==> config.mk <==
export PLATFORM = sky130hd
export DESIGN_NAME = audio_clock_ctrl
export DESIGN_NICKNAME = d
export VERILOG_FILES = /design/src/rtl/audio_clock_ctrl.sv
export SDC_FILE = /design/constraint.sdc
export NUM_CORES = 1
export LEC_CHECK = 0
export CAP_MARGIN = 30
export CORE_AREA = 2 2 151 153
export DETAILED_ROUTE_END_ITERATION = 16
export DIE_AREA = 0 0 153 155
export GPL_TIMING_DRIVEN = 0
export PLACE_DENSITY = 0.71
export SLEW_MARGIN = 20
export SYNTH_ARGS = -nofsm -noshare
export SYNTH_HDL_FRONTEND = slang
export SYNTH_SLANG_ARGS = --single-unit
export TNS_END_PERCENT = 10
==> constraint.sdc <==
create_clock -name clock_in -period 2.9 [get_ports clock_in]
set_input_delay 0.725 -clock clock_in [delete_from_list [all_inputs] [get_ports clock_in]]
set_output_delay 0.725 -clock clock_in [all_outputs]
set_load 0.02 [all_outputs]
==> src/rtl/audio_clock_ctrl.sv <==
// audio_clock_ctrl: rate-change handshake, sequential divider and bclk/lrclk generator that switches rate only at frame boundaries.
// Optional AUDIO_CLK_MUTE_EN adds mute_in, which freezes the clocks low at the next frame boundary.
module audio_clock_ctrl #(
  parameter int unsigned IN_FREQ = 12288000,
  parameter int unsigned BCLK_PER_FRAME = 64,
  parameter int unsigned DEFAULT_RATE = 48000
) (
  input  logic        clock_in,
  input  logic        reset_n,
`ifdef AUDIO_CLK_MUTE_EN
  input  logic        mute_in,
`endif
  input  logic        rate_req,
  input  logic [31:0] rate_val,
  output logic        rate_ack,
  output logic        busy,
  output logic        error,
  output logic [31:0] lim_out,
  output logic        bclk_out,
  output logic        lrclk_out
);
  localparam int BW = $clog2(BCLK_PER_FRAME);
  localparam logic [47:0] DEF_D = 48'(DEFAULT_RATE) * 48'(2 * BCLK_PER_FRAME);
  localparam logic [31:0] DEF_LIM = 32'(48'(IN_FREQ) / DEF_D - 48'd1);
  localparam logic [BW-1:0] LAST = BW'(BCLK_PER_FRAME - 1);
  localparam logic [BW-1:0] HALF = BW'(BCLK_PER_FRAME / 2);

  typedef enum logic [2:0] {IDLE, CHECK, DIVIDE, WAIT_FRAME, ACK} state_t;
  state_t state, state_d;
  logic [31:0] rate_r, cnt, rem, quo, den;
  logic [4:0] step;
  logic [BW-1:0] bit_cnt, bit_nxt;
  logic [47:0] d;
  logic [32:0] rem_sh;
  logic tick, fall, fb, bad, apply, frozen, fits;

  assign d = 48'(rate_r) * 48'(2 * BCLK_PER_FRAME);
  assign bad = rate_r == 32'd0 || d > 48'(IN_FREQ);
  assign tick = cnt >= lim_out;
  assign fall = tick && bclk_out;
  assign fb = fall && bit_cnt == LAST;
  assign bit_nxt = bit_cnt == LAST ? '0 : bit_cnt + 1'b1;
  assign rem_sh = {rem, quo[31]};
  assign fits = rem_sh >= {1'b0, den};

`ifdef AUDIO_CLK_MUTE_EN
  logic muted;
  assign frozen = muted;
  // a pending limit may also land while the generator is already frozen
  assign apply = state == WAIT_FRAME && (fb || muted);
  always_ff @(posedge clock_in or negedge reset_n)
    if (!reset_n) muted <= 1'b0;
    else muted <= mute_in && (muted || fb);
`else
  assign frozen = 1'b0;
  assign apply = state == WAIT_FRAME && fb;
`endif

  always_comb begin
    state_d = state;
    case (state)
      IDLE:       state_d = rate_req ? CHECK : IDLE;
      CHECK:      state_d = bad ? ACK : DIVIDE;
      DIVIDE:     state_d = step == 5'd31 ? WAIT_FRAME : DIVIDE;
      WAIT_FRAME: state_d = apply ? ACK : WAIT_FRAME;
      ACK:        state_d = rate_req ? ACK : IDLE;
      default:    state_d = IDLE;
    endcase
  end

  always_ff @(posedge clock_in or negedge reset_n)
    if (!reset_n) state <= IDLE;
    else state <= state_d;

  always_ff @(posedge clock_in or negedge reset_n) begin
    if (!reset_n) begin
      busy <= 1'b0;
      rate_ack <= 1'b0;
      error <= 1'b0;
      rate_r <= '0;
      rem <= '0;
      quo <= '0;
      den <= '0;
      step <= '0;
    end else begin
      busy <= state_d inside {CHECK, DIVIDE, WAIT_FRAME};
      rate_ack <= state_d == ACK;
      if (state == IDLE && rate_req) begin
        rate_r <= rate_val;
        error <= 1'b0;
      end
      if (state == CHECK) begin
        error <= bad;
        rem <= '0;
        quo <= IN_FREQ;
        den <= d[31:0];
        step <= '0;
      end
      // restoring division: dividend bits shift out of quo as quotient bits shift in
      if (state == DIVIDE) begin
        rem <= fits ? 32'(rem_sh - {1'b0, den}) : rem_sh[31:0];
        quo <= {quo[30:0], fits};
        step <= step + 5'd1;
      end
    end
  end

  always_ff @(posedge clock_in or negedge reset_n) begin
    if (!reset_n) begin
      lim_out <= DEF_LIM;
      cnt <= '0;
      bit_cnt <= '0;
      bclk_out <= 1'b0;
      lrclk_out <= 1'b0;
    end else begin
      if (!frozen) begin
        cnt <= tick ? '0 : cnt + 32'd1;
        bclk_out <= bclk_out ^ tick;
        if (fall) begin
          bit_cnt <= bit_nxt;
          lrclk_out <= bit_nxt == HALF ? 1'b1 : bit_nxt == '0 ? 1'b0 : lrclk_out;
        end
      end
      if (apply) begin
        lim_out <= quo - 32'd1;
        cnt <= '0;
      end
    end
  end
endmodule
==> results of run 1 <==
[synthesized netlist by cell type (3+ instances only)]
cell,count,area [µm²]
dfrtp_1,203,5080
nand2_1,120,450
o21ai_0,99,495
nor2_1,83,312
inv_1,69,259
ha_1,63,788
a22o_1,40,350
xor2_1,39,342
xnor2_1,36,315
clkbuf_1,35,131
mux2_2,35,394
a21oi_1,33,165
a21o_1,22,165
nand3_1,22,110
nand4_1,18,113
nor4_1,12,75.1
and3_1,10,62.6
nand2b_1,10,62.6
nor3_1,10,50.1
o211ai_1,8,60.1
a32oi_1,7,61.3
o21a_1,7,52.6
o22a_1,7,61.3
nor2b_1,6,37.5
o21ai_1,6,30.0
or2_2,6,37.5
a31oi_1,5,31.3
o22ai_1,5,31.3
o31ai_1,5,37.5
or4_1,5,37.5
a211o_1,4,35.0
buf_2,4,20.0
nand3b_1,4,30.0
o21bai_1,4,30.0
or3_1,4,25.0
a41o_1,3,30.0
and4_1,3,26.3
buf_4,3,22.5
mux2i_1,3,30.0
[power by group through the flow]
stage / sequential [W] / clock (W) / combinational (W)
floorplan: 0.00353 / 0 / 0.00139
global placement: 0.00357 / 0 / 0.00187
detailed placement: 0.00358 / 0 / 0.00193
CTS: 0.00353 / 0.00306 / 0.00198
global route: 0.00360 / 0.00318 / 0.00250
finish: 0.00354 / 0.00302 / 0.00224
[area by class of cell]
type,count,share of cell area [%]
timing repair buffer,103,7.65
clock buffer,32,4.89
buffer,38,2.13
sequential,204,37.2
multi-input combinational,779,42.8
clock inverter,11,0.884
inverter,69,1.89
tap,285,2.60
[metal layers]
metal | part of all wire, % | vias to the layer above
met3 | 3.5 | 63
li1 | - | 4134
met2 | 49 | 199
met1 | 45 | 4136
met5 | 0 | -
met4 | 3.0 | 0
[through the flow]
step | TNS (ps) | hold WS (ps)
2_1_floorplan | 0 | 429
3_3_place_gp | -1543260 | 474
3_5_place_dp | -43140 | 476
4_1_cts | -18100 | 84.2
5_1_grt | -22270 | 97.2
6_report | -11970 | 73.4
[worst reg2reg max path, delay by kind of cell (launching register included)]
family | cells | cell delay [ps]
fa+ha+maj | 2 | 470
simple gates | 4 | 500
buf+inv | 2 | 290
flops | 1 | 410
compound gates | 7 | 1410
[worst paths after layout]
path | endpoint | slack [ps] | depth (start not counted) | start
max in group asynchronous | rem[28] | 1640 | 3 | reset_n
min in group clock_in | step[3] | 490 | 1 | step[3]
hold reg to reg | step[3] | 490 | 1 | step[3]
setup / recovery | cnt[8] | -240 | 15 | lim_out[9]
setup reg to reg | cnt[8] | -240 | 15 | lim_out[9]
hold / removal | cnt[10] | 70 | 1 | reset_n
[registers in the layout (all words and copies together), names as in the netlist, 3 cells and up]
signal   cells
state        3
quo         32
cnt         32
rem         32
lim_out     32
den         25
bit_cnt      6
step         5
rate_r      32
[what timing repair did]
action / CTS / global route
gates cloned: 6 / 3
endpoints found under the setup margin: 100 / 101
buffers inserted: 9 / 13
resized for setup: 82 / 118
pin swaps: 44 / 22
[logic make-up (layout without fill, tap and decap cells)]
family / Yosys count / after routing
AO/OA/AOI/OAI: 270 / 271
XOR/XNOR: 75 / 75
adder cells (fa/ha/maj): 64 / 64
buffers and inverters: 112 / 253
flip-flops: 204 / 204
multiplexers: 38 / 38
AND/OR/NAND/NOR: 331 / 331
==> flow_summary.json, run 1 <==
{
  "yosysWarnings": 0,
  "cp-start-kind": "flip-flop",
  "start_util_pct": 48.8,
  "rows": 55,
  "crit_type": "reg2reg",
  "finalCritPeriodShare_pct": 108,
  "fin_util_pct": 61.8,
  "synth_top_family_by_area": "compound AO/OA/AOI/OAI gates",
  "cts_buffers": 24,
  "placed_cell_area_um2": 12100,
  "synthMuxAreaShare_pct": 3.91,
  "crit_path_top_delay_cell": "dfrtp_2",
  "wl_um": 25400,
  "crit_path_cell_trace": "inv_2 > ha_4 > a21o_1 > a21o_1 > a21o_1 > a21o_1 > a211o_1 > a221oi_2 > o211ai_1 > ha_2 > nand3_4 > or2_4 > nand2b_4 > clkbuf_16 > nor2_4",
  "failed_checks": "setup timing",
  "cpMostUsedCell": "a21o_1",
  "drt_iter0_markers": 678,
  "routed_via_density": 5.61,
  "post_synth_and_or_nand_nor_area_fraction_pct": 15.0,
  "ys_seq_elements": 204,
  "ys_types": 68,
  "grt.met3_usage_pct": 2.40,
  "area_growth_pct": 26.6,
  "p_per_area_nw_per_um2": 641,
  "place_ws_ps": -844,
  "grt_antenna_before_repair": 0,
  "placed_cells": 1452,
  "io_pins": 72,
  "grt_pass1_wl_um": 41600,
  "power.leakage_nw": 5.98,
  "status": "complete, but fails checks",
  "grt-ovfl-total": 0,
  "grt_util_all_layers_pct": 21.1,
  "seq_area_um2": 5110,
  "hp-class": "in2async",
  "setup_ws_ps": -242,
  "multiInputGateArea_um2": 5870,
  "drt_pass1_iterations": 5,
  "ys_seq_area_share_pct": 47.1,
  "slew_violations": 0,
  "setup_viol": 79,
  "synth_edf_count": 0,
  "clockBufferDepth": 3,
  "cts.htree.levels": 1,
  "synth_nets": 1193,
  "switching_share_pct": 31.2,
  "crit_family": "compound AO/OA/AOI/OAI gates",
  "met2_usage_pct": 36.5,
  "busiest_layer": "met2",
  "final_area_um2": 13700,
  "cap_violations": 0,
  "p_total_w": 0.00881,
  "final_nets": 1318,
  "final_cell_mix": "dfrtp_1 (199), nand2_1 (108), clkdlybuf4s50_1 (70), inv_1 (64), o21ai_0 (60)",
  "ant_nets": 0,
  "slowest_delay_ps": 410,
  "switchingPower_w": 0.00275,
  "place.port_buffers": 71,
  "hold_viol_final": 0,
  "syn_inst": 1094,
  "clkTransAtPathRegs_ps": 60,
  "combPwrFrac_pct": 25.5,
  "synth_compound_area_share_pct": 16.4,
  "p_clk_share_pct": 34.3,
  "critPathCaptureType": "flip-flop",
  "synth_flop_cell": "dfrtp_1",
  "postCtsHoldBufs": 0,
  "crit_buf_inv": 2,
  "met1_usage_pct": 28.2,
  "max_freq_mhz": 318,
  "stdcell_count": 1521,
  "grt_max_degree": 87,
  "root_buffer": "clkbuf_16",
  "drive_gt1_share_pct": 19.4,
  "dieArea_um2": 23700,
  "syn_area_per_cell_um2": 9.92,
  "ys_async_sr_fraction_pct": 100,
  "ir_drop_v": 0.000584,
  "cp_data_arrival_time_ps": 3600,
  "die_h_um": 155,
  "rsz0062_at_grt": "true",
  "num_vias": 8532,
  "final_common_cell": "dfrtp_1",
  "power.share.sequential_pct": 40.2,
  "synthAdderAreaFrac_pct": 7.45,
  "clock_latency_ps": 520,
  "dieWidth_um": 153,
  "crit_fanout": 8,
  "cts.sinks": 204,
  "intPower_w": 0.00605,
  "synth-xor-area-share_pct": 6.06,
  "slew-limit-headroom_pct": 42.5,
  "cts_tree": "yes",
  "netlist_area_um2": 10800,
  "diodes": 0,
  "grt_pass1_vias": 8308,
  "core_area_um2": 22200,
  "finClkSkew_ps": 20.2,
  "crit_required_ps": 3360,
  "gp_congestion": 0.878,
  "drt-wirelength-per-cell_um": 16.7,
  "fin_crit_ps": 3140,
  "n_fill_cell": 1821,
  "dpl.hpwl_um": 17200,
  "drc_errors": 0,
  "worst_pin_slew_ps": 859
}
(Power assumes the default switching activity.)
==> run 2, diff against run 1 <==
- ABC_CLOCK_PERIOD_IN_PS: not set -> 2900
- CORE_AREA: 2 2 151 153 -> 2 2 138 167
- DIE_AREA: 0 0 153 155 -> 0 0 140 169
- GPL_ROUTABILITY_DRIVEN: not set -> 0
==> run 2 against run 1 <==
- the flow finishes with violations (DRC, setup timing)
- maximum frequency down 0.63%
- wire length fell by 4.0%
- combinational power is 12% lower
- count of clock-buffer cells in the layout decreased by 1
- clock skew is 14 ps lower
- final area shrank 3.2%
- non-clock buffer count fell by 7
- total power down 5.3%
- worst hold slack better by 86 ps
- via count decreased by 2.2%
- critical endpoint is now cnt[3]
- largest cell class unchanged
==> flow_summary.json, run 2 (synthesized netlist as in run 1, its figures left out) <==
{
  "grt_pass1_vias": 8488,
  "rsz0062_at_grt": "true",
  "power.leakage_nw": 5.89,
  "rows": 60,
  "slew_violations": 0,
  "ant_nets": 0,
  "placed_cell_area_um2": 12100,
  "final_area_um2": 13300,
  "p_per_area_nw_per_um2": 627,
  "final_cell_mix": "dfrtp_1 (202), nand2_1 (111), o21ai_0 (87), clkdlybuf4s50_1 (70), inv_1 (68)",
  "drive_gt1_share_pct": 14.7,
  "cts_buffers": 22,
  "cp-startpoint": "lim_out[9]",
  "cap_violations": 0,
  "drt_iter0_markers": 343,
  "hold_viol_final": 0,
  "fin_crit_ps": 3160,
  "critPathCaptureType": "flip-flop",
  "ir_drop_v": 0.000558,
  "dieArea_um2": 23700,
  "cp-endpoint": "cnt[3]",
  "crit_type": "reg2reg",
  "grt-ovfl-total": 0,
  "finClkSkew_ps": 6.21,
  "area_growth_pct": 22.5,
  "root_buffer": "clkbuf_16",
  "core_area_um2": 22100,
  "io_pins": 72,
  "num_vias": 8344,
  "grt_pass1_wl_um": 40800,
  "tns_ps": -13810,
  "cts_tree": "yes",
  "drt-wirelength-per-cell_um": 16.2,
  "cp_data_arrival_time_ps": 3600,
  "r2r_start": "lim_out[9]",
  "wl_um": 24400,
  "grt_util_all_layers_pct": 21.0,
  "max_freq_mhz": 316,
  "fin_util_pct": 60.0,
  "clockBufferDepth": 3,
  "reg2reg_to": "cnt[3]",
  "die_h_um": 169,
  "dieWidth_um": 140,
  "drt_pass1_iterations": 13,
  "setup_ws_ps": -261,
  "crit_path_cell_trace": "inv_2 > ha_4 > a21o_1 > a21o_1 > a21o_1 > a21o_1 > a211o_1 > a221oi_2 > o211ai_1 > ha_2 > nand3_4 > or2_4 > nand2b_4 > clkbuf_16 > nor2_4",
  "failed_checks": "DRC, setup timing",
  "crit_fanout": 8,
  "final_nets": 1308,
  "clock_latency_ps": 510,
  "n_fill_cell": 1842,
  "diodes": 0,
  "cp-start-kind": "flip-flop",
  "hp-class": "in2async",
  "cts.htree.levels": 1,
  "postCtsHoldBufs": 0,
  "crit_path_top_delay_cell": "dfrtp_2",
  "drc_errors": 2,
  "dpl.hpwl_um": 17300,
  "setup_viol": 99,
  "slew-limit-headroom_pct": 45.3,
  "cpMostUsedCell": "a21o_1",
  "r2r_cells": 15,
  "finalCritPeriodShare_pct": 109,
  "crit_required_ps": 3340,
  "final_common_cell": "dfrtp_1",
  "worst_pin_slew_ps": 813,
  "p_total_w": 0.00834,
  "timing.hold.ws_ps": 159,
  "status": "complete, but fails checks",
  "place.port_buffers": 71,
  "routed_via_density": 5.55,
  "clkTransAtPathRegs_ps": 60,
  "r2r_slack_ps": -260,
  "cts.sinks": 204,
  "slowest_delay_ps": 400,
  "start_util_pct": 49.0,
  "grt_max_degree": 81,
  "grt_antenna_before_repair": 0
}
## run 2: changes by cell type in the layout (fill, tap and decap cells not counted), sizes merged
cell / previous run / this run
a41oi: 3 / 2
clkinvlp: 4 / 2
clkinv: 4 / 5
buf: 37 / 27
inv: 70 / 69
clkbuf: 66 / 68
## run 2: per-stage QoR
step | setup WS, ps | std cells
2_1_floorplan | 19.2 | 1094
3_3_place_gp | -8130 | 1444
3_5_place_dp | -821 | 1446
4_1_cts | -237 | 1502
5_1_grt | -404 | 1504
6_report | -261 | 1504
## run 2: how the worst min path moves through the flow
stage	depth (start not counted)	startpoint	slack (ps)	end
final	1	reset_n	160	cnt[8]
after global routing	1	reset_n	190	lim_out[7]
after CTS	1	reset_n	170	cnt[10]
after detailed placement	2	lrclk_out	480	lrclk_out
after global placement	1	step[3]	460	step[3]
after floorplan	0	reset_n	430	bclk_out
## run 2: report_power, final
| part | internal, W | switching (W) |
|---|---|---|
| clock | 0.00171 | 0.00114 |
| sequential | 0.00327 | 0.000255 |
| combinational | 0.000835 | 0.00112 |
## run 2: critical path, delay by kind of cell, from the launching register on
kind	cells	cell delay (ps)
buffers and inverters	2	290
flip-flops	1	400
adder cells (fa/ha/maj)	2	470
AND/OR/NAND/NOR	4	520
AO/OA/AOI/OAI	7	1410
## run 2: layer usage
metal	global-route usage [%]	wire [µm]	vias up
met5	0	0	-
li1	-	-	4099
met3	2.77	896	41
met4	5.84	503	0
met2	38.9	12500	158
met1	25.6	10400	4046
## run 2: what timing repair did
item	in CTS	in global routing
setup buffers	12	2
gates cloned	5	0
resized for setup	87	22
endpoints found under the setup margin	100	102
pin swaps	44	8
## run 2: cell type report
cell class,instances,area (µm²),area share (%)
multi-input combinational,778,5580,41.9
sequential,204,5110,38.4
timing repair buffer,92,957,7.20
clock buffer,31,636,4.78
tap,279,349,2.63
buffer,42,309,2.32
inverter,69,259,1.95
clock inverter,9,100,0.753
==> variant 1: new RTL, flow settings as in run 1 <==
The parameter `BCLK_PER_FRAME` goes from 64 to 256.
--- a/src/rtl/audio_clock_ctrl.sv
+++ b/src/rtl/audio_clock_ctrl.sv
@@ -4,3 +4,3 @@
   parameter int unsigned IN_FREQ = 12288000,
-  parameter int unsigned BCLK_PER_FRAME = 64,
+  parameter int unsigned BCLK_PER_FRAME = 256,
   parameter int unsigned DEFAULT_RATE = 48000
Function: changed (a bounded check fails within 4 cycles, from zero or initial values and one cycle with reset_n low).
==> variant 1 against run 1 <==
The flow still finishes with violations (setup timing). Total power decreased by 3.6%. First-iteration DRC count decreased by 57%. Cell area decreased by 3.7%. Sequential cell count unchanged. Non-clock buffer count decreased by 7. Area after synthesis decreased by 0.72%. Sequential power increased by 1%. Wire length decreased by 6.8%. Worst setup slack improved by 0.028 ns. Critical path depth decreased by 1.
==> variant 1: results (changes against run 1) <==
Routing:
- The total detailed-routing wirelength is 23,700 µm (was 25,400 µm).
- The detailed-routed wire length on met3 is 706 µm (was 895 µm).
- The iteration count of the initial detailed-routing pass is 4 (was 5).
- The post-detailed-route wirelength per cell was 16.0 µm (was 16.7 µm).

Timing:
- The headroom to the max-slew limit came to 50.1% (was 42.5%).
- The maximum clock skew at final layout was 0.0140 ns (was 0.0202 ns).
- The final-layout setup total negative slack is -10.52 ns (was -11.97 ns).
- The minimum setup slack in the final design is -0.214 ns (was -0.242 ns).
- The worst hold margin is 0.483 ns (was 0.0734 ns).
- The number of setup violations in the final report was 75 (was 79).

Synth:
- The proportion of synthesized chip area in sequential cells is 47.8% (was 47.1%).
- Top area cells in the synthesized netlist: sky130_fd_sc_hd__dfrtp_1 (40%), sky130_fd_sc_hd__dfstp_2 (7.8%), sky130_fd_sc_hd__ha_1 (7.1%) (was sky130_fd_sc_hd__dfrtp_1 (47%), sky130_fd_sc_hd__ha_1 (7.3%), sky130_fd_sc_hd__o21ai_0 (4.6%)).
- The synthesized net count came to 1,157 (was 1,193).
- Top cells by count, synth: sky130_fd_sc_hd__dfrtp_1 (172), sky130_fd_sc_hd__nand2_1 (97), sky130_fd_sc_hd__nor2_1 (95), sky130_fd_sc_hd__o21ai_0 (77), sky130_fd_sc_hd__inv_1 (69) (was sky130_fd_sc_hd__dfrtp_1 (203), sky130_fd_sc_hd__nand2_1 (120), sky130_fd_sc_hd__o21ai_0 (99), sky130_fd_sc_hd__nor2_1 (83), sky130_fd_sc_hd__inv_1 (69)).

Outcome:
- Outcome: complete, but fails checks (unchanged).
- Violations in the final reports: setup timing (unchanged).

Min path:
- The kind of path behind the tightest hold check was reg -> reg (was in -> async).

Pwr:
- The internal power is 6.05 mW (about the same).

Global routing:
- The global router's overall resource usage is 20.0% (was 21.1%).
- The global-route track usage on met3 was 2.45% (was 2.40%).
- The largest net degree at the start of global routing is 99 (was 87).

Clocking:
- The number of setup buffers added after CTS is 13 (was 9).
- The total of hold buffers inserted after clock tree synthesis was 1 (was 0).

Worst setup path:
- The kind of cell with the highest combined delay on the critical path was simple AND/OR/NAND/NOR gates (was compound AO/OA/AOI/OAI gates).

Finish:
- The count of fill cells added during filler insertion is 1,865 (was 1,821).
- The area taken by flip-flops and latches came to 5140 µm² (was 5110 µm²).
-- variant 1: cell types whose count changed in the layout (fill, tap and decap cells not counted), moves of 10 or more --
cell,change
sky130_fd_sc_hd__a21oi_1,+10
sky130_fd_sc_hd__o21ai_1,-12
sky130_fd_sc_hd__nor2_2,-11
sky130_fd_sc_hd__nor2_4,-12
sky130_fd_sc_hd__o21ai_2,-11
sky130_fd_sc_hd__nand2_1,-16
sky130_fd_sc_hd__nor2_1,+35
sky130_fd_sc_hd__dfrtp_1,-27
sky130_fd_sc_hd__mux2_2,+23
sky130_fd_sc_hd__dfstp_2,+31
sky130_fd_sc_hd__a21o_1,-11
-- variant 1: final cells by class --
cell class                 instances  share of cell area, %
clock buffer                      32                   5.08
buffer                            40                   1.85
timing repair buffer              94                   7.25
inverter                          69                   1.96
sequential                       204                   38.9
clock inverter                    11                   1.01
multi-input combinational        746                   41.3
tap                              285                   2.70
-- variant 1: cells by family after synthesis --
| kind of cell | count (synthesis) | synth area share (%) |
|---|---|---|
| compound gates | 228 | 13.7 |
| xor+xnor | 82 | 6.74 |
| fa+ha+maj | 62 | 7.27 |
| buf+inv | 110 | 4.31 |
| flops | 204 | 47.8 |
| mux | 61 | 6.35 |
| simple gates | 313 | 13.9 |
-- variant 1: power groups by stage --
stage | sequential [mW] | combinational [mW] | clock, mW
4_1_cts | 3.58 | 1.82 | 3.12
3_3_place_gp | 3.61 | 1.75 | 0
6_report | 3.58 | 1.83 | 3.08
2_1_floorplan | 3.54 | 1.34 | 0
3_5_place_dp | 3.63 | 1.80 | 0
5_1_grt | 3.65 | 2.04 | 3.25
==> variant 2: new RTL, flow settings as in run 1 <==
Without the edit above. Register the output `error` once more, without a reset; this adds one clock of latency there. The other outputs are not delayed to match.
--- a/src/rtl/audio_clock_ctrl.sv
+++ b/src/rtl/audio_clock_ctrl.sv
@@ -28,2 +28,4 @@
   typedef enum logic [2:0] {IDLE, CHECK, DIVIDE, WAIT_FRAME, ACK} state_t;
+
+  logic error_s0;
   state_t state, state_d;
@@ -78,3 +80,3 @@
       rate_ack <= 1'b0;
-      error <= 1'b0;
+      error_s0 <= 1'b0;
       rate_r <= '0;
@@ -89,6 +91,6 @@
         rate_r <= rate_val;
-        error <= 1'b0;
+        error_s0 <= 1'b0;
       end
       if (state == CHECK) begin
-        error <= bad;
+        error_s0 <= bad;
         rem <= '0;
@@ -129,2 +131,6 @@
   end
+  always_ff @(posedge clock_in) begin
+    error <= error_s0;
+  end
+
 endmodule
Formal check against the unedited RTL: not equivalent (Yosys sat finds a counterexample within 4 cycles, from zero or initial values and one cycle with reset_n low).
==> variant 2 against run 1 <==
The flow still finishes with violations (setup timing). Worst setup slack got worse by 0.031 ns. Total power fell by 1.2%. Hold slack improved by 0.022 ns. Sequential cell count rose by 1. Non-clock buffer count fell by 8. Sequential share of layout area rose by 1.1 points. Global-route usage fell by 0.24 points. Cell area fell by 2.5%. First-iteration DRC count fell by 23%. Wire length fell by 3.4%. Area after synthesis rose by 0.18%. Count of clock-buffer cells in the layout rose by 2. Combinational power fell by 13%.
==> variant 2: results (changes against run 1) <==
Outcome:
- Outcome: complete, but fails checks (unchanged).
- Violations in the final reports: setup timing (unchanged).

Global routing:
- The global-route wire length before repair was 41,000 µm (was 41,600 µm).
- The global-route track usage on met3 is 2.59% (was 2.40%).
- The largest net degree at the start of global routing is 94 (was 87).
- The number of global-route vias before repair is 8,259 (was 8,308).
- The met2 usage in global routing is 35.6% (was 36.5%).

Synth:
- The proportion of synthesized chip area in sequential cells is 47.2% (was 47.1%).
- The post-synthesis share of cell area spent on xor and xnor gates came to 6.04% (was 6.06%).
- The synthesized-area fraction occupied by adder cells is 7.44% (was 7.45%).
- The portion of netlist area occupied by mux cells is 3.90% (was 3.91%).
- The count of different cell masters after synthesis was 69 (was 68).
- The mean area per synthesized cell came to 9.93 µm² (was 9.92 µm²).
- Top area cells in the synthesized netlist: sky130_fd_sc_hd__dfrtp_1 (47%), sky130_fd_sc_hd__ha_1 (7.3%), sky130_fd_sc_hd__o21ai_0 (4.6%) (unchanged).

Place:
- The placer congestion estimate came to 0.890 (was 0.878).
- The pre-CTS setup slack came to -0.848 ns (was -0.844 ns).

Timing:
- The minimum setup slack in the final design is -0.272 ns (was -0.242 ns).
- The final-layout setup total negative slack is -17.04 ns (was -11.97 ns).
- The number of setup violations in the final report is 100 (was 79).

Finish:
- The fraction of final layout cells sized beyond drive strength 1 is 14.7% (was 19.4%).
- The final net count is 1,310 (was 1,318).

Routing:
- The iteration count of the initial detailed-routing pass is 6 (was 5).
- The wire length on met2 is 11,800 µm (was 12,400 µm).
- The detailed-routed wire length on met3 was 968 µm (was 895 µm).
- The number of vias after detailed routing was 8,430 (was 8,532).
- The number of DRC violations after detailed-routing iteration 0 is 523 (was 678).

Pwr:
- The leakage power is 5.92 nW (was 5.98 nW).
==> variant 2: cell types whose count changed in the layout (fill, tap and decap cells not counted), moves of 4 or more <==
cell / run 1 / this run
sky130_fd_sc_hd__ha_1: 46 / 61
sky130_fd_sc_hd__o21ai_0: 60 / 85
sky130_fd_sc_hd__o21ai_1: 32 / 17
sky130_fd_sc_hd__o21ai_2: 14 / 4
sky130_fd_sc_hd__ha_2: 7 / 1
sky130_fd_sc_hd__inv_2: 5 / 1
sky130_fd_sc_hd__nor2_4: 14 / 18
sky130_fd_sc_hd__nand2_1: 108 / 113
sky130_fd_sc_hd__buf_6: 11 / 3
sky130_fd_sc_hd__inv_1: 64 / 68
sky130_fd_sc_hd__ha_4: 10 / 1
==> variant 2: power groups by stage <==
stage          Clock (mW)  Sequential [mW]  Combinational (mW)
2_1_floorplan           0             3.55                1.39
6_report             3.20             3.55                1.95
4_1_cts              3.25             3.55                1.96
3_5_place_dp            0             3.60                1.93
3_3_place_gp            0             3.59                1.87
5_1_grt              3.36             3.61                2.20
==> variant 2: path summary, 6_finish.rpt <==
path	end	slack, ns	cells past startpoint	from
max	cnt[30]	-0.27	15	lim_out[9]
min	cnt[11]	0.1	1	reset_n
max reg2reg	cnt[30]	-0.27	15	lim_out[9]
min reg2reg	error	0.37	0	error_s0
max in group asynchronous	rate_r[30]	1.69	3	reset_n
min in group clock_in	error	0.37	0	error_s0
==> variant 2: layout make-up <==
class	instances	area (µm²)	share of cell area [%]
Buffer	41	283	2.11
Clock buffer	34	709	5.30
Clock inverter	10	139	1.04
Inverter	69	259	1.93
Multi-Input combinational cell	778	5560	41.5
Sequential cell	205	5130	38.3
Tap cell	285	357	2.66
Timing Repair Buffer	92	951	7.10
